## src/rtl/mult_pkg.sv

```systemverilog
// Shared types and constants for the sequential signed shift-add multiplier.
package mult_pkg;

  localparam int N_DEF     = 8;
  localparam int CNT_W_DEF = $clog2(N_DEF);

  typedef enum logic [2:0] {
    IDLE  = 3'd0,
    CLR   = 3'd1,
    ADD   = 3'd2,
    SHIFT = 3'd3,
    HOLD  = 3'd4,
    STEP  = 3'd5
  } state_t;

endpackage

```

## src/rtl/mult_seq_fsm.sv

```systemverilog
// Control FSM and iteration counter for mult_seq_ctrl.
// MULT_SEQ_FAST_EN merges ADD and SHIFT into a single STEP state.
module mult_seq_fsm
  import mult_pkg::*;
#(
  parameter int N = N_DEF
) (
  input  logic clk,
  input  logic rst_n,
  input  logic run,
  input  logic clear_load,
  output logic busy,
  output logic done,
  output logic add_sub,
  output logic do_load,
  output logic do_clr,
  output logic do_add,
  output logic do_shift,
  output logic do_step
);

  localparam int CW = $clog2(N);

  state_t        state_r;
  state_t        state_nxt_s;
  logic [CW-1:0] cnt_r;
  logic          last_s;

  assign last_s = (cnt_r == CW'(N - 1));

  // State register and iteration counter
  always_ff @(posedge clk or negedge rst_n) begin
    if (!rst_n) begin
      state_r <= IDLE;
      cnt_r   <= {CW{1'b0}};
    end else begin
      state_r <= state_nxt_s;
      if (state_r == CLR) begin
        cnt_r <= {CW{1'b0}};
      end else if ((state_r == SHIFT) || (state_r == STEP)) begin
        cnt_r <= cnt_r + CW'(1);
      end else begin
        cnt_r <= cnt_r;
      end
    end
  end

  // Next-state logic
  always_comb begin
    state_nxt_s = state_r;
    case (state_r)
      IDLE: begin
        if (clear_load) begin
          state_nxt_s = IDLE;
        end else if (run) begin
          state_nxt_s = CLR;
        end else begin
          state_nxt_s = IDLE;
        end
      end
`ifdef MULT_SEQ_FAST_EN
      CLR:   state_nxt_s = STEP;
`else
      CLR:   state_nxt_s = ADD;
`endif
      ADD:   state_nxt_s = SHIFT;
      SHIFT: state_nxt_s = last_s ? HOLD : ADD;
      STEP:  state_nxt_s = last_s ? HOLD : STEP;
      HOLD: begin
        if (run) begin
          state_nxt_s = HOLD;
        end else begin
          state_nxt_s = IDLE;
        end
      end
      default: state_nxt_s = IDLE;
    endcase
  end

  // Output decode; the last iteration subtracts to weight the multiplier MSB negatively
  always_comb begin
    busy     = 1'b0;
    done     = 1'b0;
    add_sub  = 1'b0;
    do_load  = 1'b0;
    do_clr   = 1'b0;
    do_add   = 1'b0;
    do_shift = 1'b0;
    do_step  = 1'b0;
    case (state_r)
      IDLE: do_load = clear_load;
      CLR: begin
        busy   = 1'b1;
        do_clr = 1'b1;
      end
      ADD: begin
        busy    = 1'b1;
        do_add  = 1'b1;
        add_sub = last_s;
      end
      SHIFT: begin
        busy     = 1'b1;
        do_shift = 1'b1;
      end
      STEP: begin
        busy    = 1'b1;
        do_step = 1'b1;
        add_sub = last_s;
      end
      HOLD: begin
        done    = 1'b1;
        do_load = clear_load;
      end
      default: begin
        busy = 1'b0;
      end
    endcase
  end

endmodule

```

## src/rtl/mult_seq_ctrl.sv

```systemverilog
// Sequencer for an N x N signed shift-add multiplier around an external N+1 bit add/sub unit.
// Optional macro MULT_SEQ_FAST_EN: one add+shift per cycle (N+1 cycle latency).
module mult_seq_ctrl
  import mult_pkg::*;
#(
  parameter int N = N_DEF
) (
  input  logic         Clk,
  input  logic         Reset_n,
  input  logic         Run,
  input  logic         ClearA_LoadB,
  input  logic [N-1:0] S,
  output logic [N:0]   add_a,
  output logic [N:0]   add_b,
  output logic         add_sub,
  input  logic [N:0]   add_s,
  output logic [N-1:0] Aval,
  output logic [N-1:0] Bval,
  output logic         Xval,
  output logic         Busy,
  output logic         Done
);

  logic         x_r;
  logic [N-1:0] a_r;
  logic [N-1:0] b_r;
  logic [N:0]   sum_s;
  logic         do_load_s;
  logic         do_clr_s;
  logic         do_add_s;
  logic         do_shift_s;
  logic         do_step_s;

  mult_seq_fsm #(.N(N)) u_fsm (
    .clk        (Clk),
    .rst_n      (Reset_n),
    .run        (Run),
    .clear_load (ClearA_LoadB),
    .busy       (Busy),
    .done       (Done),
    .add_sub    (add_sub),
    .do_load    (do_load_s),
    .do_clr     (do_clr_s),
    .do_add     (do_add_s),
    .do_shift   (do_shift_s),
    .do_step    (do_step_s)
  );

  assign add_a = {a_r[N-1], a_r};
  assign add_b = {S[N-1], S};
  assign Aval  = a_r;
  assign Bval  = b_r;
  assign Xval  = x_r;

  // Post-add {X,A} value used by the merged step
  always_comb begin
    if (b_r[0]) begin
      sum_s = add_s;
    end else begin
      sum_s = {x_r, a_r};
    end
  end

  // X/A/B datapath registers
  always_ff @(posedge Clk or negedge Reset_n) begin
    if (!Reset_n) begin
      x_r <= 1'b0;
      a_r <= {N{1'b0}};
      b_r <= {N{1'b0}};
    end else if (do_load_s) begin
      x_r <= 1'b0;
      a_r <= {N{1'b0}};
      b_r <= S;
    end else if (do_clr_s) begin
      x_r <= 1'b0;
      a_r <= {N{1'b0}};
    end else if (do_add_s) begin
      if (b_r[0]) begin
        {x_r, a_r} <= add_s;
      end
    end else if (do_shift_s) begin
      a_r <= {x_r, a_r[N-1:1]};
      b_r <= {a_r[0], b_r[N-1:1]};
    end else if (do_step_s) begin
      x_r <= sum_s[N];
      a_r <= sum_s[N:1];
      b_r <= {sum_s[0], b_r[N-1:1]};
    end
  end

endmodule

```

## config.mk

```make
export PLATFORM = sky130hd
export DESIGN_NAME = mult_seq_ctrl
export DESIGN_NICKNAME = d
export VERILOG_FILES = /design/src/rtl/mult_pkg.sv /design/src/rtl/mult_seq_fsm.sv /design/src/rtl/mult_seq_ctrl.sv
export SDC_FILE = /design/constraint.sdc
export NUM_CORES = 1
export LEC_CHECK = 0
export ABC_AREA = 1
export CORE_MARGIN = 4
export CORE_UTILIZATION = 44
export DETAILED_ROUTE_END_ITERATION = 10
export HOLD_SLACK_MARGIN = 0.06
export PLACE_DENSITY = 0.8
export SLEW_MARGIN = 20
export SYNTH_ARGS = -nofsm -noshare
export SYNTH_HDL_FRONTEND = slang
export SYNTH_SLANG_ARGS = --single-unit
```

## constraint.sdc

```tcl
create_clock -name Clk -period 1.46 [get_ports Clk]
set_input_delay 0.219 -clock Clk [delete_from_list [all_inputs] [get_ports Clk]]
set_output_delay 0.219 -clock Clk [all_outputs]
set_load 0.01 [all_outputs]
```

Word-level counts from Yosys, hierarchy flattened
Index checks and enable logic that the tools add are counted.
{ "totals": {"reg_bits": 23, "latch_bits": 0, "ramBits": 0, "mem_bits_ro": 0, "inputBits": 21, "word_cells": 62, "n_memories": 0} }
{ "op_classes": {"addsub": 1, "mul": 0, "div_mod_pow": 0, "magnitude_cmp": 0, "n_eq_ne": 10, "n_shift": 0, "n_mux": 34, "bitwise": 0, "n_reduce_logical": 12} }
{ "ops": {"columns": ["operator", "n"], "rows": [
  ["2-to-1 mux 8 bit", 11],
  ["case mux 3 bit (6 select lines)", 1],
  ["2-to-1 mux 1 bit", 16],
  ["2-to-1 mux 3 bit", 5],
  ["equality test 3 bit (second input constant)", 3],
  ["2-to-1 mux 9 bit", 1],
  ["!= test 4 bit (second input constant)", 2],
  ["equality test 3 x 2 -> 1 bit (second input constant)", 2],
  ["AND reduction 3 bit", 2],
  ["nonzero test 5 bit", 1],
  ["!= test 2 bit (second input constant)", 2],
  ["nonzero test 4 bit", 1],
  ["OR reduction 2 bit", 2],
  ["OR reduction 4 bit", 1],
  ["adder 3 x 1 -> 3 bit (second input constant)", 1],
  ["equality test 3 x 1 -> 1 bit (second input constant)", 1],
  ["zero test 3 bit", 1],
  ["nonzero test 3 bit", 1],
  ["AND reduction 2 bit", 1],
  ["nonzero test 2 bit", 1],
  ["logical OR 1 bit", 1]
]} }

Longest topological paths before layout
Gate-level depths: netlist of run 1.
{ "depth": {"ltp_word": 7, "depth_mapped": 11} }

By module
A second synthesis of run 1 with hierarchy kept.
{ "unflattened": {"hier_cells": 237, "area_unflattened_um2": 1620.3} }
{ "modules_own_cells": {"columns": ["mod", "n_inst", "cells_per_inst", "area_per_inst_um2"], "rows": [
  ["mult_seq_ctrl", 1, 187, 1261.2],
  ["mult_seq_fsm", 1, 50, 359.1]
]} }

Worst setup path after synthesis of run 1
OpenSTA, ideal clock, no wires.
{ "synth_timing": {"kind": "reg-to-reg", "startpoint": "register u_fsm.state_r[2]", "endpoint": "register b_r[1], in the netlist Bval[1]", "setup_ps": 119, "arrival_ps": 1167, "t_required_ps": 1341, "path_slack_ps": 174, "path_stages_with_launch": 7, "n_path_buf": 1, "period_less_slack_ps": 1286, "cell_sequence": "dfrtp_1 -> inv_1 -> nand3_2 -> nand3_2 -> buf_4 -> nand3_1 -> o21a_1"} }
{ "synth_via": {"elab_chain_len": 6} }
{ "synth_lines": {"columns": ["element", "line_no", "text"], "rows": [
  ["start, declared", "mult_seq_fsm.sv:24", "state_t state_r;"],
  ["start signal, assigned", "mult_seq_fsm.sv:37", "state_r <= state_nxt_s;"],
  ["equality test 3 x 2 -> 1 bit", "mult_seq_fsm.sv:90", "case (state_r)"],
  ["2-to-1 mux 1 bit", "mult_seq_fsm.sv:90", null],
  ["2-to-1 mux 8 bit", "mult_seq_ctrl.sv:81", "end else if (do_shift_s) begin"],
  ["2-to-1 mux 8 bit", "mult_seq_ctrl.sv:77", "end else if (do_add_s) begin"],
  ["2-to-1 mux 8 bit", "mult_seq_ctrl.sv:74", "end else if (do_clr_s) begin"],
  ["2-to-1 mux 8 bit", "mult_seq_ctrl.sv:70", "end else if (do_load_s) begin"],
  ["end signal, assigned", "mult_seq_ctrl.sv:69", "b_r <= {N{1'b0}};"],
  ["end signal, assigned", "mult_seq_ctrl.sv:83", "b_r <= {a_r[0], b_r[N-1:1]};"],
  ["end signal, assigned", "mult_seq_ctrl.sv:87", "b_r <= {sum_s[0], b_r[N-1:1]};"],
  ["end, declared", "mult_seq_ctrl.sv:26", "logic [N-1:0] b_r;"]
]} }
Several ways; a longest one is shown, not always the timed one. The select of a mux whose other input is x is not followed.
A chain may end at the register's enable or synchronous reset.

Worst setup path in the final report of run 1
{ "layout_timing": {"startpoint": "register u_fsm.cnt_r[0]", "endpoint": "output add_sub"} }
{ "layout_via": {"elab_chain_len": 2} }
{ "layout_lines": {"columns": ["element", "line_no", "text"], "rows": [
  ["start, declared", "mult_seq_fsm.sv:26", "logic [CW-1:0] cnt_r;"],
  ["start signal, assigned", "mult_seq_fsm.sv:35", "cnt_r <= {CW{1'b0}};"],
  ["start signal, assigned", "mult_seq_fsm.sv:39", "cnt_r <= {CW{1'b0}};"],
  ["start signal, assigned", "mult_seq_fsm.sv:41", "cnt_r <= cnt_r + CW'(1);"],
  ["equality test 3 bit", "mult_seq_fsm.sv:29", "assign last_s = (cnt_r == CW'(N - 1));"],
  ["2-to-1 mux 1 bit", "mult_seq_fsm.sv:90", null],
  ["end, declared", "mult_seq_ctrl.sv:15", "output logic add_sub,"]
]} }
Every way passes these cells.

==> out/results.tsv, run 1 <==
metric	value	unit
status	finished with violations	
failing checks	setup timing	
worst-path fanout max	2	
Total Wirelength	5021	um
placed cells	324	
Die Wd	67.17	um
Final Slew Violations	0	
RSZ-0062 raised after global routing	true	
Clk Latency, worst-skew pair	0.33	ns
clk sinks	23	
setup violators final	4	
R2R depth	8	
fin worst setup slack	-0.09650	ns
Clock transition at path regs	0.13	ns
LEAKAGE	1.433	nW
IO Port Bufs	58	
Syn Inst Count	218	
CTS buffer count	3	
Worst EP arrival	1.34	ns
die height	67.17	um
total number of vias	1789	
H-tree depth	1	
CTS tree	yes	
hold_ws	0.2281	ns
Final Cell Area	0.002597	sq mm
Synth Area per Inst	7.065	sq um
synth unique cells	20	
Starting Density	0.4580	
fin nets	332	
Via density	5.054	
post-route clock period utilization	1.066	
Final GP Congestion	0.7980	
commonest non-fill, non-tap cell in the layout	nand2_1	
antenna violations before repair	0	
Tot GR Track Use	0.2022	
final setup skew	0.002278	ns
Least-Margin Pin Slew	0.3121	ns
Worst IR Drop VDD	1.080	mV
vias in the first global route	1616	
power per cell area	2065	mW/mm^2
Clock Root Buffer	clkbuf_4	
io pins	59	
minimum clock period	1.556	ns
die area	0.004511	sq mm
dpl cell area	0.002201	sq mm
Startpoint Class	register	
core area	0.003363	sq mm
commonest non-fill, non-tap cells in the layout	nand2_1, buf_4, dlygate4sd2_1	
area of the mapped netlist	0.001540	sq mm
R2R setup slack	-0.02	ns
Rel. slew slack	0.7919	
Crit path required time	1.24	ns
ANT nets after route	0	
Routed WL per cell	14.18	um
row cnt	21	
worst hold path class	in2async	
sequential-to-total area share from yosys stat	0.3737	
Fin. Hold Viols	0	
clk buf depth	2	
GR Overflow Total	0	
largest net degree at the start of global routing	24	
DRC viols	0	
HPWL Detailed	3059	um
maxcap violations	0	
CTS Hold Bufs	0	
final non-filler cell total	354	
Syn. warnings	0	
first drt pass iteration count	5	
Mapped Nets	241	
setup TNS	-0.2235	ns
WS Path Type	reg2out	
antenna diode count	0	
P&R area growth vs syn	68.64	%
First DRT Iteration DRCs	83	
nature of the critical path endpoint	primary output	
share of cells above drive strength 1	0.2922	
Peak Freq	642.5	MHz
first-pass GRT wire length	7072	um
#FFs+latches synth	23	
logic make-up after synthesis:
group	Yosys count	synth area share
and+or+nand+nor	137	0.3883
buffers and inverters	36	0.1365
DFF	23	0.3737
AOI/OAI and AO/OA	20	0.08529
adders and majority gates	2	0.01624
per-stage QoR:
step                      setup WS, ns  power [mW]  utilization
after floorplan                 0.1743       3.017            -
after global placement         -0.1005       4.192       0.6544
after detailed placement       -0.1288       4.289       0.6544
after CTS                     -0.07487       4.681       0.6994
after global routing           -0.1545       5.807       0.7723
final                         -0.09650       5.365       0.7723
synth_stat cells:
| cell type | count | area [sq um] |
|---|---|---|
| nand3_1 | 20 | 100.1 |
| o211ai_1 | 7 | 52.55 |
| or2_2 | 5 | 31.28 |
| inv_2 | 3 | 11.26 |
| buf_2 | 3 | 15.01 |
| ha_1 | 2 | 25.02 |
| a21oi_1 | 1 | 5.000 |
| inv_1 | 11 | 41.29 |
| nand2_1 | 95 | 356.6 |
| buf_4 | 19 | 142.6 |
| nand2_2 | 1 | 6.260 |
| nor2_4 | 1 | 11.26 |
| o21ai_0 | 7 | 35.03 |
| o21a_1 | 4 | 30.03 |
| or2_1 | 1 | 6.260 |
| nand3_2 | 5 | 50.05 |
| o221ai_1 | 1 | 8.760 |
| nor2_1 | 8 | 30.03 |
| nand4_1 | 1 | 6.260 |
| dfrtp_1 | 23 | 575.6 |
state kept, by name (all words and copies together) (netlist names):
signal,count
Xval,1
u_fsm.cnt_r,3
Bval,8
u_fsm.state_r,3
Aval,8
layout make-up:
cell class                 count  area (sq um)
timing repair buffer         107         992.2
multi-input combinational    160         884.6
fill                         277         765.7
sequential                    23         576.8
inverter                      14         60.06
tap                           46         57.56
clock buffer                   4         26.28
critical path: stages (launching register included):
cell and delay (ns):
dfrtp_1 0.44, ha_4 0.18, ha_4 0.16, inv_2 0.06, a21oi_2 0.03, buf_2 0.13
where the power goes:
group | internal (mW) | switching (mW) | total [mW]
combinational | 1.85 | 2.05 | 3.90
sequential | 0.926 | 0.211 | 1.14
clock | 0.108 | 0.219 | 0.326
final timing paths:
check	start	end
min in group Clk	S[2]	Bval[2]
max in group asynchronous	Reset_n	Bval[0]
worst max register to register	u_fsm.state_r[1]	Bval[1]
worst max-delay path	u_fsm.cnt_r[0]	add_sub
worst min-delay path	Reset_n	Aval[6]
worst min register to register	Bval[6]	Bval[6]
metal layers:
metal	up-vias	GRT usage	part of all wire	wire [um]
li1	866	-	-	-
met1	833	0.2492	0.39	1983
met2	79	0.3607	0.52	2596
met3	11	0.03661	0.068	343
met4	0	0.05316	0.020	98
met5	-	0	0	0
repair_timing:
item                                    CTS  global route
pin swaps                                 3            14
endpoints found under the setup margin   33            27
resized for setup                        50            48
setup buffers                            19             7
cloned                                    0             1
Note: power is estimated with default switching activity, not from simulation.
==> run 2, diff against run 1 <==
--- a/config.mk
+++ b/config.mk
@@ -6,11 +6,12 @@
 export NUM_CORES = 1
 export LEC_CHECK = 0
 export ABC_AREA = 1
+export CAP_MARGIN = 5
 export CORE_MARGIN = 4
-export CORE_UTILIZATION = 44
+export CORE_UTILIZATION = 40
 export DETAILED_ROUTE_END_ITERATION = 10
 export HOLD_SLACK_MARGIN = 0.06
-export PLACE_DENSITY = 0.8
+export PLACE_DENSITY = 0.77
 export SLEW_MARGIN = 20
 export SYNTH_ARGS = -nofsm -noshare
 export SYNTH_HDL_FRONTEND = slang
==> constraint.sdc (replaced) <==
create_clock -name Clk -period 1.3 [get_ports Clk]
set_input_delay 0.195 -clock Clk [delete_from_list [all_inputs] [get_ports Clk]]
set_output_delay 0.195 -clock Clk [all_outputs]
set_load 0.01 [all_outputs]
==> run 2 against run 1 <==
Against the previous run:
- the run still ends with setup timing left
- clock-buffer cell count decreased by 1
- power rose by 6.7%
- worst hold slack improved by 0.049 ns
- clock power up 47%
- via count is 6.1% lower
- flip-flop and latch count stayed put
- global-route usage decreased by 2.2 points
- sequential power increased by 9.6%
- highest routed layer unchanged
==> out/results.tsv, run 2 (synthesis results as in run 1) <==
metric	value	unit
status	finished with violations	
failing checks	setup timing	
Rel. slew slack	0.7881	
Tot GR Track Use	0.1806	
Final GP Congestion	0.7849	
first-pass GRT wire length	7231	um
die area	0.004907	sq mm
share of cells above drive strength 1	0.2810	
H-tree depth	1	
Comb pwr share	0.698	
final setup skew	0.002198	ns
internal cell power	3.155	mW
commonest non-fill, non-tap cell in the layout	nand2_1	
Clock Root Buffer	clkbuf_8	
GR Overflow Total	0	
antenna diode count	0	
Total Wirelength	4445	um
CTS tree	yes	
die height	70.05	um
first drt pass iteration count	4	
Crit path required time	1.11	ns
antenna violations before repair	0	
power per cell area	2294	mW/mm^2
Fin. Hold Viols	0	
CTS Hold Bufs	0	
fin worst setup slack	-0.1632	ns
Clk pwr share	0.084	
minimum clock period	1.463	ns
clk buf depth	2	
CP max stage delay	0.39	ns
clk sinks	23	
CP Cell Sequence	ha_2 -> ha_4 -> inv_2 -> a21oi_2 -> buf_2	
Worst IR Drop VDD	1.090	mV
nature of the critical path endpoint	primary output	
worst hold path class	in2async	
largest net degree at the start of global routing	24	
setup violators final	14	
CTS buffer count	3	
commonest non-fill, non-tap cells in the layout	nand2_1, buf_4, dlygate4sd2_1	
Die Wd	70.05	um
core area	0.003689	sq mm
row cnt	22	
Sw Ratio	0.4489	
Worst EP arrival	1.27	ns
Starting Density	0.4176	
First DRT Iteration DRCs	115	
post-route clock period utilization	1.126	
Final Cell Area	0.002496	sq mm
RSZ-0062 raised after global routing	true	
CP max-delay cell	dfrtp_1	
total number of vias	1679	
Peak Freq	683.4	MHz
Clk Latency, worst-skew pair	0.28	ns
io pins	59	
part of the power in registers	0.219	
Switching Power	2.570	mW
Final Slew Violations	0	
HPWL Detailed	2995	um
maxcap violations	0	
LEAKAGE	1.343	nW
setup TNS	-0.8472	ns
R2R setup slack	-0.08	ns
worst-path fanout max	2	
IO Port Bufs	58	
WS Path Type	reg2out	
dpl cell area	0.002233	sq mm
DRC viols	0	
Core Util, Final	0.6767	
ANT nets after route	0	
Startpoint Class	register	
fin nets	330	
P&R area growth vs syn	62.06	%
Via density	4.743	
Clock transition at path regs	0.09	ns
Routed WL per cell	12.56	um
vias in the first global route	1580	
Least-Margin Pin Slew	0.3178	ns
run 2: cell types whose count changed in the layout (fill, tap and decap cells not counted), moves of 3 or more:
cell            before  now
clkbuf_4             3    0
clkbuf_8             0    3
dlygate4sd2_1       28   35
dlymetal6s2s_1       7    0
nand2_1             88   92
nand2_2              5    2
run 2: worst paths after layout:
check	endpoint	startpoint	cells after the start
setup / recovery	add_sub	u_fsm.cnt_r[0]	5
hold / removal	Aval[1]	Reset_n	2
setup reg to reg	Bval[7]	u_fsm.state_r[1]	7
hold reg to reg	Bval[1]	Bval[1]	1
max in group asynchronous	Bval[0]	Reset_n	2
min in group Clk	Bval[1]	Bval[1]	1
run 2: final cells by class:
cell class | instances | area, sq um
Clock buffer | 3 | 41.29
Clock inverter | 1 | 5.005
Fill cell | 328 | 1192
Inverter | 14 | 57.56
Multi-Input combinational cell | 160 | 847.1
Sequential cell | 23 | 576.8
Tap cell | 48 | 60.06
Timing Repair Buffer | 105 | 908.4
run 2: routing by layer:
metal / vias up / track usage / routed length [um] / share of wire
met5: - / 0 / 0 / 0
met4: 0 / 0.05106 / 47 / 0.011
met3: 3 / 0.03165 / 256 / 0.058
met2: 49 / 0.3158 / 2191 / 0.49
met1: 763 / 0.2265 / 1950 / 0.44
li1: 864 / - / - / -
run 2: power by group through the flow:
stage	clock (mW)	sequential, mW	combinational (mW)
floorplan	0	1.41	1.98
finish	0.478	1.25	3.99
detailed placement	0	1.36	3.46
CTS	0.499	1.25	3.80
global placement	0	1.35	3.40
global route	0.515	1.31	4.39
run 2: critical path: cells and delay by family, from the launching register on:
kind	cells	cell delay [ns]
buffers and inverters	2	0.20
adder cells (fa/ha/maj)	2	0.36
AO/OA/AOI/OAI	1	0.04
flip-flops	1	0.39
run 2: stage by stage:
step,hold WS [ns],setup WS (ns),power (mW),cells
finish,0.2776,-0.1632,5.725,354
global route,0.3061,-0.2164,6.221,354
floorplan,-0.1006,0.01428,3.389,218
global placement,0.4937,-0.2646,4.753,330
detailed placement,0.4957,-0.3190,4.824,330
CTS,0.2801,-0.1529,5.552,351
run 2: repair_timing:
action,4_1_cts,5_1_grt
setup buffers,16,3
setup endpoints to repair,55,21
cloned,1,0
pin swaps,4,7
resized for setup,70,18
